## src/rtl/ddt_frame_capture_writer.sv

```systemverilog
// ---------------------------------------------------------------------------
// ddt_frame_capture_writer
//
// Purpose:
//   Captures DDT display frames into an external SRAM. Capture is aligned to
//   DDT frame starts. After arming, SKIP_FRAMES complete frames are thrown
//   away before capture begins. Pixels are written at line-strided word
//   addresses. Capture is either single-shot, or continuous with the two
//   halves of the SRAM used as ping-pong banks on alternate frames.
//
// Ports:
//   DDT_Clock    in   1          single clock, rising edge
//   Reset        in   1          synchronous, active-high
//   Arm          in   1          level request to capture
//   Continuous   in   1          1 = ping-pong capture every frame
//   DDT_VSA_Inv  in   1          inverted vsync, 1->0 marks a frame start
//   DDT_DE       in   1          data enable, high during active pixels
//   DDT_R/G/B    in   PIX_W      pixel colour channels
//   SRAM_Addr    out  ADDR_W     write address, MSB is the bank select
//   SRAM_Data    out  3*PIX_W    write data packed {B,G,R}
//   SRAM_WE_n    out  1          active-low write strobe, one cycle per pixel
//   SRAM_CE_n    out  1          active-low chip enable while not idle
//   Line_Cnt     out  16         lines completed in the captured frame
//   Bank         out  1          bank currently being written
//   Busy         out  1          block is armed or capturing
//   Frame_Done   out  1          one-cycle pulse when a captured frame closes
//   Overflow     out  1          sticky flag, set when a pixel is dropped
// ---------------------------------------------------------------------------
module ddt_frame_capture_writer #(
  parameter int PIX_W       = 8,
  parameter int ADDR_W      = 19,
  parameter int LINE_STRIDE = 1024,
  parameter int SKIP_FRAMES = 1
) (
  input  logic                 DDT_Clock,
  input  logic                 Reset,
  input  logic                 Arm,
  input  logic                 Continuous,
  input  logic                 DDT_VSA_Inv,
  input  logic                 DDT_DE,
  input  logic [PIX_W-1:0]     DDT_R,
  input  logic [PIX_W-1:0]     DDT_G,
  input  logic [PIX_W-1:0]     DDT_B,
  output logic [ADDR_W-1:0]    SRAM_Addr,
  output logic [3*PIX_W-1:0]   SRAM_Data,
  output logic                 SRAM_WE_n,
  output logic                 SRAM_CE_n,
  output logic [15:0]          Line_Cnt,
  output logic                 Bank,
  output logic                 Busy,
  output logic                 Frame_Done,
  output logic                 Overflow
);

  // The pixel counter needs one extra bit so that it can sit at LINE_STRIDE
  // once a line has overrun its reserved space.
  localparam int PIX_CW = $clog2(LINE_STRIDE) + 1;

  // Number of words in one bank. It is one bit wider than a bank offset,
  // so that an offset can be compared against the end of the bank.
  localparam logic [ADDR_W:0]   BANK_WORDS  = (ADDR_W + 1)'(1) << (ADDR_W - 1);
  localparam logic [PIX_CW-1:0] STRIDE_PIX  = PIX_CW'(LINE_STRIDE);
  localparam logic [ADDR_W-1:0] STRIDE_BASE = ADDR_W'(LINE_STRIDE);
  localparam logic [7:0]        SKIP_CNT    = 8'(SKIP_FRAMES);

  typedef enum logic [1:0] {
    ST_IDLE,
    ST_WAIT,
    ST_CAPTURE
  } state_t;

  state_t               r_state;
  logic                 r_deD1;
  logic                 r_deD2;
  logic                 r_vsaD1;
  logic                 r_vsaD2;
  logic [3*PIX_W-1:0]   r_pixD1;

  logic [7:0]           r_skipCnt;
  logic                 r_bank;
  logic [15:0]          r_lineCnt;
  logic [ADDR_W-1:0]    r_lineBase;
  logic [PIX_CW-1:0]    r_pix;
  logic                 r_lineActive;
  logic                 r_frameDone;
  logic                 r_overflow;

  logic                 r_wrReq;
  logic [ADDR_W-1:0]    r_wrAddr;
  logic [3*PIX_W-1:0]   r_wrData;

  logic                 w_frameStart;
  logic                 w_lineStart;
  logic                 w_lineEnd;
  logic [ADDR_W:0]      w_pixAddr;
  logic                 w_pixValid;
  logic                 w_pixFits;
  logic                 w_doWrite;
  logic                 w_baseInBank;

  // Input stage: register the DDT pins. Vsync gets a second stage so that
  // its falling edge can be found. Data enable gets a second stage so that
  // line starts and line ends can be found.
  always_ff @(posedge DDT_Clock) begin
    if (Reset) begin
      r_deD1  <= 1'b0;
      r_deD2  <= 1'b0;
      r_vsaD1 <= 1'b0;
      r_vsaD2 <= 1'b0;
      r_pixD1 <= '0;
    end else begin
      r_deD1  <= DDT_DE;
      r_deD2  <= r_deD1;
      r_vsaD1 <= DDT_VSA_Inv;
      r_vsaD2 <= r_vsaD1;
      r_pixD1 <= {DDT_B, DDT_G, DDT_R};
    end
  end

  // Edge detection on the registered DDT timing signals.
  assign w_frameStart = r_vsaD2 & ~r_vsaD1;
  assign w_lineStart  = r_deD1 & ~r_deD2;
  assign w_lineEnd    = ~r_deD1 & r_deD2;

  // Offset of the current pixel within the bank. This is kept wide so that
  // running past the end of the bank is visible instead of wrapping.
  assign w_pixAddr = {1'b0, r_lineBase} + {{(ADDR_W + 1 - PIX_CW){1'b0}}, r_pix};

  // A pixel is eligible only if its line began while capturing. A frame
  // start takes priority over any pixel on the same cycle.
  assign w_pixValid   = (r_state == ST_CAPTURE) & r_deD1 & (w_lineStart | r_lineActive)
                        & ~w_frameStart;
  assign w_pixFits    = (r_pix < STRIDE_PIX) & (w_pixAddr < BANK_WORDS);
  assign w_doWrite    = w_pixValid & w_pixFits;
  assign w_baseInBank = ({1'b0, r_lineBase} < BANK_WORDS);

  // Control FSM and address generation.
  // WAIT counts frame starts until the skip count is used up.
  // CAPTURE tracks the line base, the pixel index and the line count.
  // A write request produced here is presented on the SRAM pins one cycle
  // later.
  always_ff @(posedge DDT_Clock) begin
    if (Reset) begin
      r_state      <= ST_IDLE;
      r_skipCnt    <= '0;
      r_bank       <= 1'b0;
      r_lineCnt    <= '0;
      r_lineBase   <= '0;
      r_pix        <= '0;
      r_lineActive <= 1'b0;
      r_frameDone  <= 1'b0;
      r_overflow   <= 1'b0;
      r_wrReq      <= 1'b0;
      r_wrAddr     <= '0;
      r_wrData     <= '0;
    end else begin
      r_frameDone <= 1'b0;
      r_wrReq     <= 1'b0;

      if (w_doWrite) begin
        r_wrReq  <= 1'b1;
        r_wrAddr <= {r_bank, w_pixAddr[ADDR_W-2:0]};
        r_wrData <= r_pixD1;
      end

      case (r_state)
        ST_IDLE: begin
          if (Arm) begin
            r_state    <= ST_WAIT;
            r_skipCnt  <= '0;
            r_overflow <= 1'b0;
          end
        end

        ST_WAIT: begin
          if (!Arm) begin
            r_state <= ST_IDLE;
          end else if (w_frameStart) begin
            if (r_skipCnt == SKIP_CNT) begin
              r_state      <= ST_CAPTURE;
              r_bank       <= 1'b0;
              r_lineCnt    <= '0;
              r_lineBase   <= '0;
              r_pix        <= '0;
              r_lineActive <= 1'b0;
            end else begin
              r_skipCnt <= r_skipCnt + 8'd1;
            end
          end
        end

        ST_CAPTURE: begin
          if (w_frameStart) begin
            r_frameDone  <= 1'b1;
            r_lineBase   <= '0;
            r_pix        <= '0;
            r_lineActive <= 1'b0;
            if (Continuous && Arm) begin
              r_bank    <= ~r_bank;
              r_lineCnt <= '0;
            end else begin
              r_state <= ST_IDLE;
            end
          end else if (w_lineEnd && r_lineActive) begin
            // The line base stops at the end of the bank, so that later
            // lines drop their pixels instead of wrapping the address.
            r_lineActive <= 1'b0;
            r_pix        <= '0;
            if (r_lineCnt != 16'hFFFF) begin
              r_lineCnt <= r_lineCnt + 16'd1;
            end
            if (w_baseInBank) begin
              r_lineBase <= r_lineBase + STRIDE_BASE;
            end
          end else if (w_pixValid) begin
            r_lineActive <= 1'b1;
            if (w_pixFits) begin
              r_pix <= r_pix + PIX_CW'(1);
            end else begin
              r_overflow <= 1'b1;
            end
          end
        end

        default: r_state <= ST_IDLE;
      endcase
    end
  end

  // SRAM output stage. Address, data and strobe are registered together so
  // that they always stay aligned. Address and data keep their last written
  // values between strobes.
  always_ff @(posedge DDT_Clock) begin
    if (Reset) begin
      SRAM_Addr <= '0;
      SRAM_Data <= '0;
      SRAM_WE_n <= 1'b1;
    end else begin
      SRAM_WE_n <= ~r_wrReq;
      if (r_wrReq) begin
        SRAM_Addr <= r_wrAddr;
        SRAM_Data <= r_wrData;
      end
    end
  end

  assign SRAM_CE_n  = (r_state == ST_IDLE);
  assign Busy       = (r_state != ST_IDLE);
  assign Line_Cnt   = r_lineCnt;
  assign Bank       = r_bank;
  assign Frame_Done = r_frameDone;
  assign Overflow   = r_overflow;

endmodule

```

## config.mk

```make
export PLATFORM = sky130hd
export DESIGN_NAME = ddt_frame_capture_writer
export DESIGN_NICKNAME = d
export VERILOG_FILES = /design/src/rtl/ddt_frame_capture_writer.sv
export SDC_FILE = /design/constraint.sdc
export NUM_CORES = 1
export LEC_CHECK = 0
export ABC_AREA = 1
export CORE_MARGIN = 1
export CORE_UTILIZATION = 55
export CTS_CLUSTER_SIZE = 25
export DETAILED_ROUTE_END_ITERATION = 6
export GPL_TIMING_DRIVEN = 0
export PLACE_DENSITY_LB_ADDON = 0.12
export SLEW_MARGIN = 0
export SYNTH_ARGS = -nofsm -noshare
export SYNTH_HDL_FRONTEND = slang
export SYNTH_SLANG_ARGS = --single-unit
```

## constraint.sdc

```tcl
create_clock -name DDT_Clock -period 3.6 [get_ports DDT_Clock]
set_input_delay 0.9 -clock DDT_Clock [delete_from_list [all_inputs] [get_ports DDT_Clock]]
set_output_delay 0.9 -clock DDT_Clock [all_outputs]
set_load 0.02 [all_outputs]
```

== After elaboration in Yosys (flattened, before gate mapping) ==
Cells that the tools add are included.
Storage, ports and cells
  flip-flop bits (word level): 176
  word-level logic and storage cells: 137
  input bits: 30
  output and inout port bits: 65
Cells by class
  eq/ne operators: 24
  magnitude comparators: 3
  reduce and logical (&&, ||, !) cells: 16
  multiplexer cells: 53
  add/subtract/negate cells: 5
  bitwise logic cells: 16
Operator list (number)
  2-to-1 mux 19 bit: 6
  2-to-1 mux 16 bit: 7
  2-to-1 mux 11 bit: 7
  case mux 19 bit (2 select lines): 1
  2-to-1 mux 8 bit: 4
  case mux 16 bit (2 select lines): 1
  AND reduction 6 bit: 4
  inequality test 2 bit (second input constant): 11
  case mux 11 bit (2 select lines): 1
  adder 19 x 11 -> 20 bit: 1
  less-than comparator 20 x 19 -> 1 bit (second input constant): 1
  adder 19 x 11 -> 19 bit (second input constant): 1
  less-than comparator 19 bit (second input constant): 1
  adder 16 x 1 -> 16 bit (second input constant): 1
  inequality test 16 bit (second input constant): 1
  case mux 8 bit (2 select lines): 1
  2-to-1 mux 1 bit: 15
  AND reduction 5 bit: 3
  2-to-1 mux 2 bit: 6
  adder 11 x 1 -> 11 bit (second input constant): 1
  less-than comparator 11 bit (second input constant): 1
  inequality test 3 x 2 -> 1 bit (second input constant): 3
  inequality test 3 bit (second input constant): 3
  adder 8 x 1 -> 8 bit (second input constant): 1
  15 further kinds: 35

== Logic depth before layout (Yosys ltp) ==
Gate-level depths: netlist of the first run.
  depth in word-level cells: 9
  depth in mapped cells: 12
  gate-level depth less buffers: 11

== Worst setup path after synthesis of the first run ==
Ideal clock, no wire load.
  path kind: input-to-reg
  start: input Arm
  end: register r_lineBase[11]
  buffers on the path: 0
  data required time: 3483 ps
  setup slack: 1802 ps
  arrival: 1681 ps
  stages: 10
  path through: inv_2 nand2_1 nand2_2 inv_1 nand2_1 nor2_1 nand2_4 clkinv_4 nor2_1 nor3_2
On the way
  longest elaborated chain between the ends: 2
Ends and longest elaborated chain
  from (decl): line 37  | input logic Arm,
  inequality test 2 bit (no source line)
  AND reduction 6 bit (no source line)
  to (signal assigned): line 213  | r_lineBase <= r_lineBase + STRIDE_BASE;
  to (decl): line 82  | logic [ADDR_W-1:0] r_lineBase;
No other way between the ends.
A chain may end at the register's enable or synchronous reset.

== Final worst setup path of the first run ==
  start: register r_state[1]
  end: output Busy
On the way
  longest elaborated chain between the ends: 1
Ends and longest elaborated chain
  from (decl): line 72  | state_t r_state;
  from (signal assigned): line 144  | r_state <= ST_IDLE;
  from (signal assigned): line 169  | r_state <= ST_WAIT;
  from (signal assigned): line 177  | r_state <= ST_IDLE;
  nonzero test 2 bit: line 248  | assign Busy = (r_state != ST_IDLE);
  to (decl): line 50  | output logic Busy,
No other way between the ends.

==> results of run 1 <==
[cell families after synthesis]
kind of cell | synth area share
adder cells (fa/ha/maj) | 0.01611
AO/OA/AOI/OAI | 0.1164
AND/OR/NAND/NOR | 0.2886
buffers and inverters | 0.08326
XOR/XNOR | 0.02005
flip-flops | 0.4756
[metrics by stage]
step	power, mW	utilization	hold slack [ns]	instances	area (sq um)
2_1_floorplan	2.666	-	0.4126	959	6988
3_3_place_gp	2.936	0.6665	0.4179	1221	8139
3_5_place_dp	2.946	0.6665	0.4271	1221	8139
4_1_cts	4.738	0.7147	0.4427	1253	8727
5_1_grt	4.934	0.7147	0.4671	1253	8727
6_report	4.729	0.7147	0.4421	1253	8727
[sequential cells by signal (all words and copies together), names as in the netlist]
register      cells
SRAM_Data        24
r_pixD1          24
r_wrData         24
SRAM_Addr        19
r_wrAddr         19
Line_Cnt         16
r_pix            11
r_lineBase        9
r_skipCnt         8
r_state           2
Bank              1
Frame_Done        1
Overflow          1
SRAM_WE_n         1
r_deD1            1
r_deD2            1
r_lineActive      1
r_vsaD1           1
r_vsaD2           1
r_wrReq           1
[routing by layer]
layer / vias up / track usage
li1: 3272 / -
met1: 2955 / 0.3539
met2: 143 / 0.4461
met3: 26 / 0.05876
met4: 0 / 0.08658
met5: - / 0
[layout make-up]
cell class,instances,area [sq um]
plain buffers,42,235.2
clock buffers,18,439.2
clock inverters,14,148.9
fillers,1061,3485
inverters,91,346.6
multi-input cells,660,3083
flip-flops and latches,166,3323
well taps,168,210.2
repair buffers,94,940.9
[cell usage in the layout, fill, tap and decap left out, types with 5 or more instances in the layout]
cell             count
a21oi_1             47
buf_2                5
nor2_2               5
inv_2                5
xor2_1              13
nand2_2              7
nor2_1             248
nand4_1              8
ha_1                 9
clkbuf_1            25
nand3_1             50
clkdlybuf4s50_1     94
dfxtp_1            166
nor3_1              11
clkbuf_16           17
inv_1               83
o21ai_0             96
buf_6                8
nand2_1            134
[worst min-delay path, delay by kind of cell (launching register included)]
family,cells,cell delay [ns]
buffers and inverters,1,0.06
flip-flops,1,0.30
AND/OR/NAND/NOR,1,0.04
[power by group through the flow]
stage               logic (mW)  clock network [mW]  registers, mW
floorplan                0.630                   0           2.04
global placement         0.914                   0           2.02
detailed placement       0.921                   0           2.03
CTS                      0.929                1.82           1.99
global route              1.04                1.90           2.00
finish                   0.934                1.81           1.99
[worst max path at each step]
stage	startpoint	to	slack, ns	cells after the start
floorplan	Arm	r_lineBase[11]	1.80	10
global placement	Reset	r_pixD1[18]	0.84	4
detailed placement	Reset	r_pixD1[18]	0.83	4
CTS	r_state[1]	Busy	0.89	4
global route	r_state[1]	Busy	0.82	4
finish	r_state[1]	Busy	0.91	4
==> run metrics, run 1 <==
status=finished clean; drt total wl=16690 microns; Iteration-0 DRC Markers=515; largest net degree at the start of global routing=17; post-synthesis async set-or-reset flop share=0; DR vias/cell=5.105; FF-to-FF End=r_wrData[12]; Post-Syn Area=6988 sq um; Final Skew=0.009989 ns; met3 WL post-DR=715 microns; Pleak=3.731 nW; cell internal pwr=3.287 mW; Area growth syn-to-layout=24.89%; total number of vias=6396; worst slew pin tran=0.6900 ns; Highest Signal Layer=met4; Synth top cells by count=nor2_1 (248), dfxtp_1 (166), nand2_1 (134); Slew Limit Fails=0; Place WS=0.8280 ns; die height=114.7 microns; #FFs+latches synth=166; unrepaired setup endpoints after global routing=false; Syn Inst Count=959; gpl congestion=0.8961; Port-buffer cells=94; core area=12210 sq um; Top FF cell, synth=dfxtp_1; drt wl/cell=13.32 microns; WHS Path Cells=2; WL met1=7910 microns; register area share after synthesis=0.4756; synthesized area per cell=7.287 sq um; met2 routed WL=7825 microns; Slowest Stage Delay on Critical Path=0.60 ns; Logic pwr share=0.198; Congestion Overflow GR=0; CP Cell Sequence=inv_1 -> ha_1 -> inv_1 -> clkdlybuf4s50_1; critical path peak fanout=5; clock-pin slew on the worst setup and hold paths=0.06 ns; die area=13160 sq um; I/O pin total=95; leading area contributor after synthesis=dfxtp_1; switch share=0.3050; crit path setup slack, layout=0.9063 ns; Post-CTS Setup Inserts=0; DPL Wire Length=11540 microns; fin crit share=0.7482; R2R Setup Slk=1.67 ns; Antenna Cells=0; Synth top area share=0.4756; Clock Tree Buf Depth=2; vias in the first global route=5804; TritonCTS buffer count=17; first-pass GRT wire length=27820 microns; CP Capture Type=output port; clock share of power=0.382; count leader, synth=nor2_1; Syn Nets=998; HP Class=register to register; Detail Route Antenna Nets=0; DRC viols=0; nature of the critical path startpoint=register; hold_sp=r_vsaD1; CTS tree=done; Starting Density=0.5722; Die W=114.7 microns; origin of the critical flop-to-flop path=r_lineBase[10]; layout cells sized above 1=0.07465; WP data arrival=1.79 ns; Synth cell types=37; hold endpoint=r_vsaD2; Power Dens Cells=541.9 nW/um^2; sw power=1.442 mW; Fin Setup TNS=0 ns; worst reg2reg path depth=10; cell family with most CP delay=buffers and inverters; Root Buffer=clkbuf_16; H-tree levels=4; # clock sinks=166; Fin. Hold Viols=0; VDD IR max=0.4474 mV; CTS resizes=0; Sequential Power Share=0.420; Critical-path top delay cell=clkdlybuf4s50_1; std cell rows=40; Rel. slew slack=0.5400; f_max=371.2 MHz; largest cells by area after synthesis=dfxtp_1 (48%), nor2_1 (13%), nand2_1 (7.2%), o21ai_0 (6.9%), inv_1 (4.5%); critical path class=register to output port; Syn. warnings=0; GRT Overall Usage=0.2704; # Max-Cap Violations=0; drt pass-1 iters=5; WP data required=2.70 ns; crit path buf inv count=3; initial antenna violation count=0; crit path time final=2.694 ns; worst skew pair latency=0.44 ns; setup violators final=0; hold_buf cts=0; EDFF count, synth=0; Final nets=1111; cell mode on critical path=inv_1
Note: power is estimated with default switching activity, not from simulation.
==> inputs of run 2 (changes only) <==
==> constraint.sdc (replaced) <==
create_clock -name DDT_Clock -period 2.75 [get_ports DDT_Clock]
set_input_delay 0.6875 -clock DDT_Clock [delete_from_list [all_inputs] [get_ports DDT_Clock]]
set_output_delay 0.6875 -clock DDT_Clock [all_outputs]
set_load 0.02 [all_outputs]
==> results of run 2 <==
Same layout as run 1 (identical final DEF). Status: finished clean.
Among the figures that moved: setup slack after placement 0.8280 ns -> 0.1905 ns; setup slack after layout 0.9063 ns -> 0.2688 ns; register-to-register setup slack 1.67 ns -> 0.82 ns; total power 4.729 mW -> 6.191 mW; worst IR drop on VDD 0.4474 mV -> 0.5857 mV
==> inputs of run 3 (changes only) <==
--- a/config.mk
+++ b/config.mk
@@ -6,11 +6,11 @@
 export NUM_CORES = 1
 export LEC_CHECK = 0
 export ABC_AREA = 1
+export ABC_CLOCK_PERIOD_IN_PS = 2750
 export CORE_MARGIN = 1
 export CORE_UTILIZATION = 55
 export CTS_CLUSTER_SIZE = 25
 export DETAILED_ROUTE_END_ITERATION = 6
-export GPL_TIMING_DRIVEN = 0
 export PLACE_DENSITY_LB_ADDON = 0.12
 export SLEW_MARGIN = 0
 export SYNTH_ARGS = -nofsm -noshare
==> run metrics, run 3 (same netlist as run 1, synthesis figures left out) <==
commonest non-fill, non-tap cell in the layout=nor2_1; Detail Route Antenna Nets=0 (unchanged); Fin. Hold Viols=0 (unchanged); gpl congestion=0.8828 (-1.5%); Iteration-0 DRC Markers=480 (-6.8%); Port-buffer cells=94 (unchanged); GRT Overall Usage=0.2565 (-0.01384); Critical-path top delay cell=clkdlybuf4s50_1; Slew Limit Fails=0 (unchanged); fin crit share=0.9017; H-tree levels=4 (unchanged); std cell rows=40 (unchanged); hold_buf cts=0 (unchanged); vias in the first global route=5753 (-0.88%); clock-pin slew on the worst setup and hold paths=0.06 ns (about the same); HP Class=register to register; Area growth syn-to-layout=23.37%; CP Cell Sequence=inv_1 -> ha_1 -> inv_1 -> clkdlybuf4s50_1; layout cells sized above 1=0.07034 (-0.004312); cell mode on critical path=inv_1; Post-CTS Setup Inserts=0 (unchanged); critical path class=register to output port; Congestion Overflow GR=0 (unchanged); Die W=114.7 microns (unchanged); Pleak=3.691 nW (-1.1%); Fin Setup TNS=0 ns (unchanged); Place WS=0.3271 ns; drt wl/cell=12.82 microns (-3.8%); drt pass-1 iters=5 (unchanged); crit path time final=2.480 ns; drt total wl=15640 microns (-6.3%); status=finished clean; f_max=403.3 MHz; VDD IR max=0.4403 mV; total number of vias=6183 (-3.3%); worst slew pin tran=0.6669 ns (-0.02313 ns); TritonCTS buffer count=17 (unchanged); setup violators final=0 (unchanged); critical path peak fanout=5 (unchanged); Power Dens Cells=735.6 nW/um^2; I/O pin total=95 (unchanged); Slowest Stage Delay on Critical Path=0.60 ns (about the same); WP data required=2.06 ns; filler instances=1068 (+0.66%); unrepaired setup endpoints after global routing=false; Clock Tree Buf Depth=2 (unchanged); # Max-Cap Violations=0 (unchanged); top flop regs=SRAM_Data: 24 flops, r_pixD1: 24 flops, r_wrData: 24 flops; Antenna Cells=0 (unchanged); DRC viols=0 (unchanged); DR vias/cell=5.068 (-0.72%); Final Skew=0.004503 ns (-0.005486 ns); largest net degree at the start of global routing=82 (+65); nature of the critical path startpoint=register; die area=13160 sq um (unchanged); die height=114.7 microns (unchanged); # clock sinks=166 (unchanged); Final nets=1078 (-3.0%); CTS resizes=0 (unchanged); Starting Density=0.5722 (unchanged); initial antenna violation count=0 (unchanged); core area=12210 sq um (unchanged); crit path setup slack, layout=0.2703 ns; CP Capture Type=output port; DPL Wire Length=9584 microns (-17%); WP data arrival=1.79 ns (about the same); worst skew pair latency=0.43 ns (about the same); Design Power=6.341 mW; first-pass GRT wire length=26850 microns (-3.5%); Rel. slew slack=0.5554 (+0.01542); most frequent cells in the layout=nor2_1 (248), dfxtp_1 (166), nand2_1 (134); CTS tree=done; Root Buffer=clkbuf_16
run 3: cell count changes in the layout (fill, tap and decap cells not counted), sizes merged, moves of 2 or more:
cell	previous run	this run
bufinv	2	4
buf	17	10
clkbuf	43	22
clkinvlp	4	1
clkinv	8	6
run 3: final cells by class:
type | instances | area (sq um) | area share
Multi-Input combinational cell | 660 | 3083 | 0.3576
Timing Repair Buffer | 103 | 1016 | 0.1179
Sequential cell | 166 | 3323 | 0.3855
Clock buffer | 22 | 474.2 | 0.05501
Inverter | 91 | 346.6 | 0.04020
Clock inverter | 10 | 167.7 | 0.01945
Tap cell | 168 | 210.2 | 0.02438
run 3: report_power, final:
part	total, mW	internal [mW]	leakage (nW)	switching [mW]
sequential	2.60	2.52	1.35	0.0822
clock	2.57	1.60	0.311	0.970
combinational	1.17	0.385	2.03	0.786
total	6.34	4.50	3.69	1.84
run 3: metal layers:
metal / vias up / global-route usage / wire length (microns)
met4: 0 / 0.08918 / 235
met2: 146 / 0.4198 / 7313
met1: 2811 / 0.3311 / 7337
li1: 3204 / - / -
met5: - / 0 / 0
met3: 22 / 0.06353 / 749
run 3: worst paths after layout:
| check | endpoint | startpoint | cells after the start | slack [ns] |
|---|---|---|---|---|
| worst min-delay path | r_vsaD2 | r_vsaD1 | 2 | 0.43 |
| worst max-delay path | Busy | r_state[0] | 4 | 0.27 |
| worst max register to register | r_wrData[19] | r_state[0] | 8 | 0.41 |
| worst min register to register | r_vsaD2 | r_vsaD1 | 2 | 0.43 |
run 3: through the flow:
stage               cells  instance area, sq um  hold WS [ns]  utilization
floorplan             959                  6988        0.4126            -
global placement     1188                  7979        0.4168       0.6534
detailed placement   1188                  7979        0.4230       0.6534
CTS                  1220                  8621        0.4319       0.7059
global route         1220                  8621        0.4683       0.7059
finish               1220                  8621        0.4308       0.7059
run 3: worst max-delay path, delay by kind of cell (launching register included):
family / cells / cell delay (ns)
adder cells (fa/ha/maj): 1 / 0.27
flip-flops: 1 / 0.33
buffers and inverters: 3 / 0.76
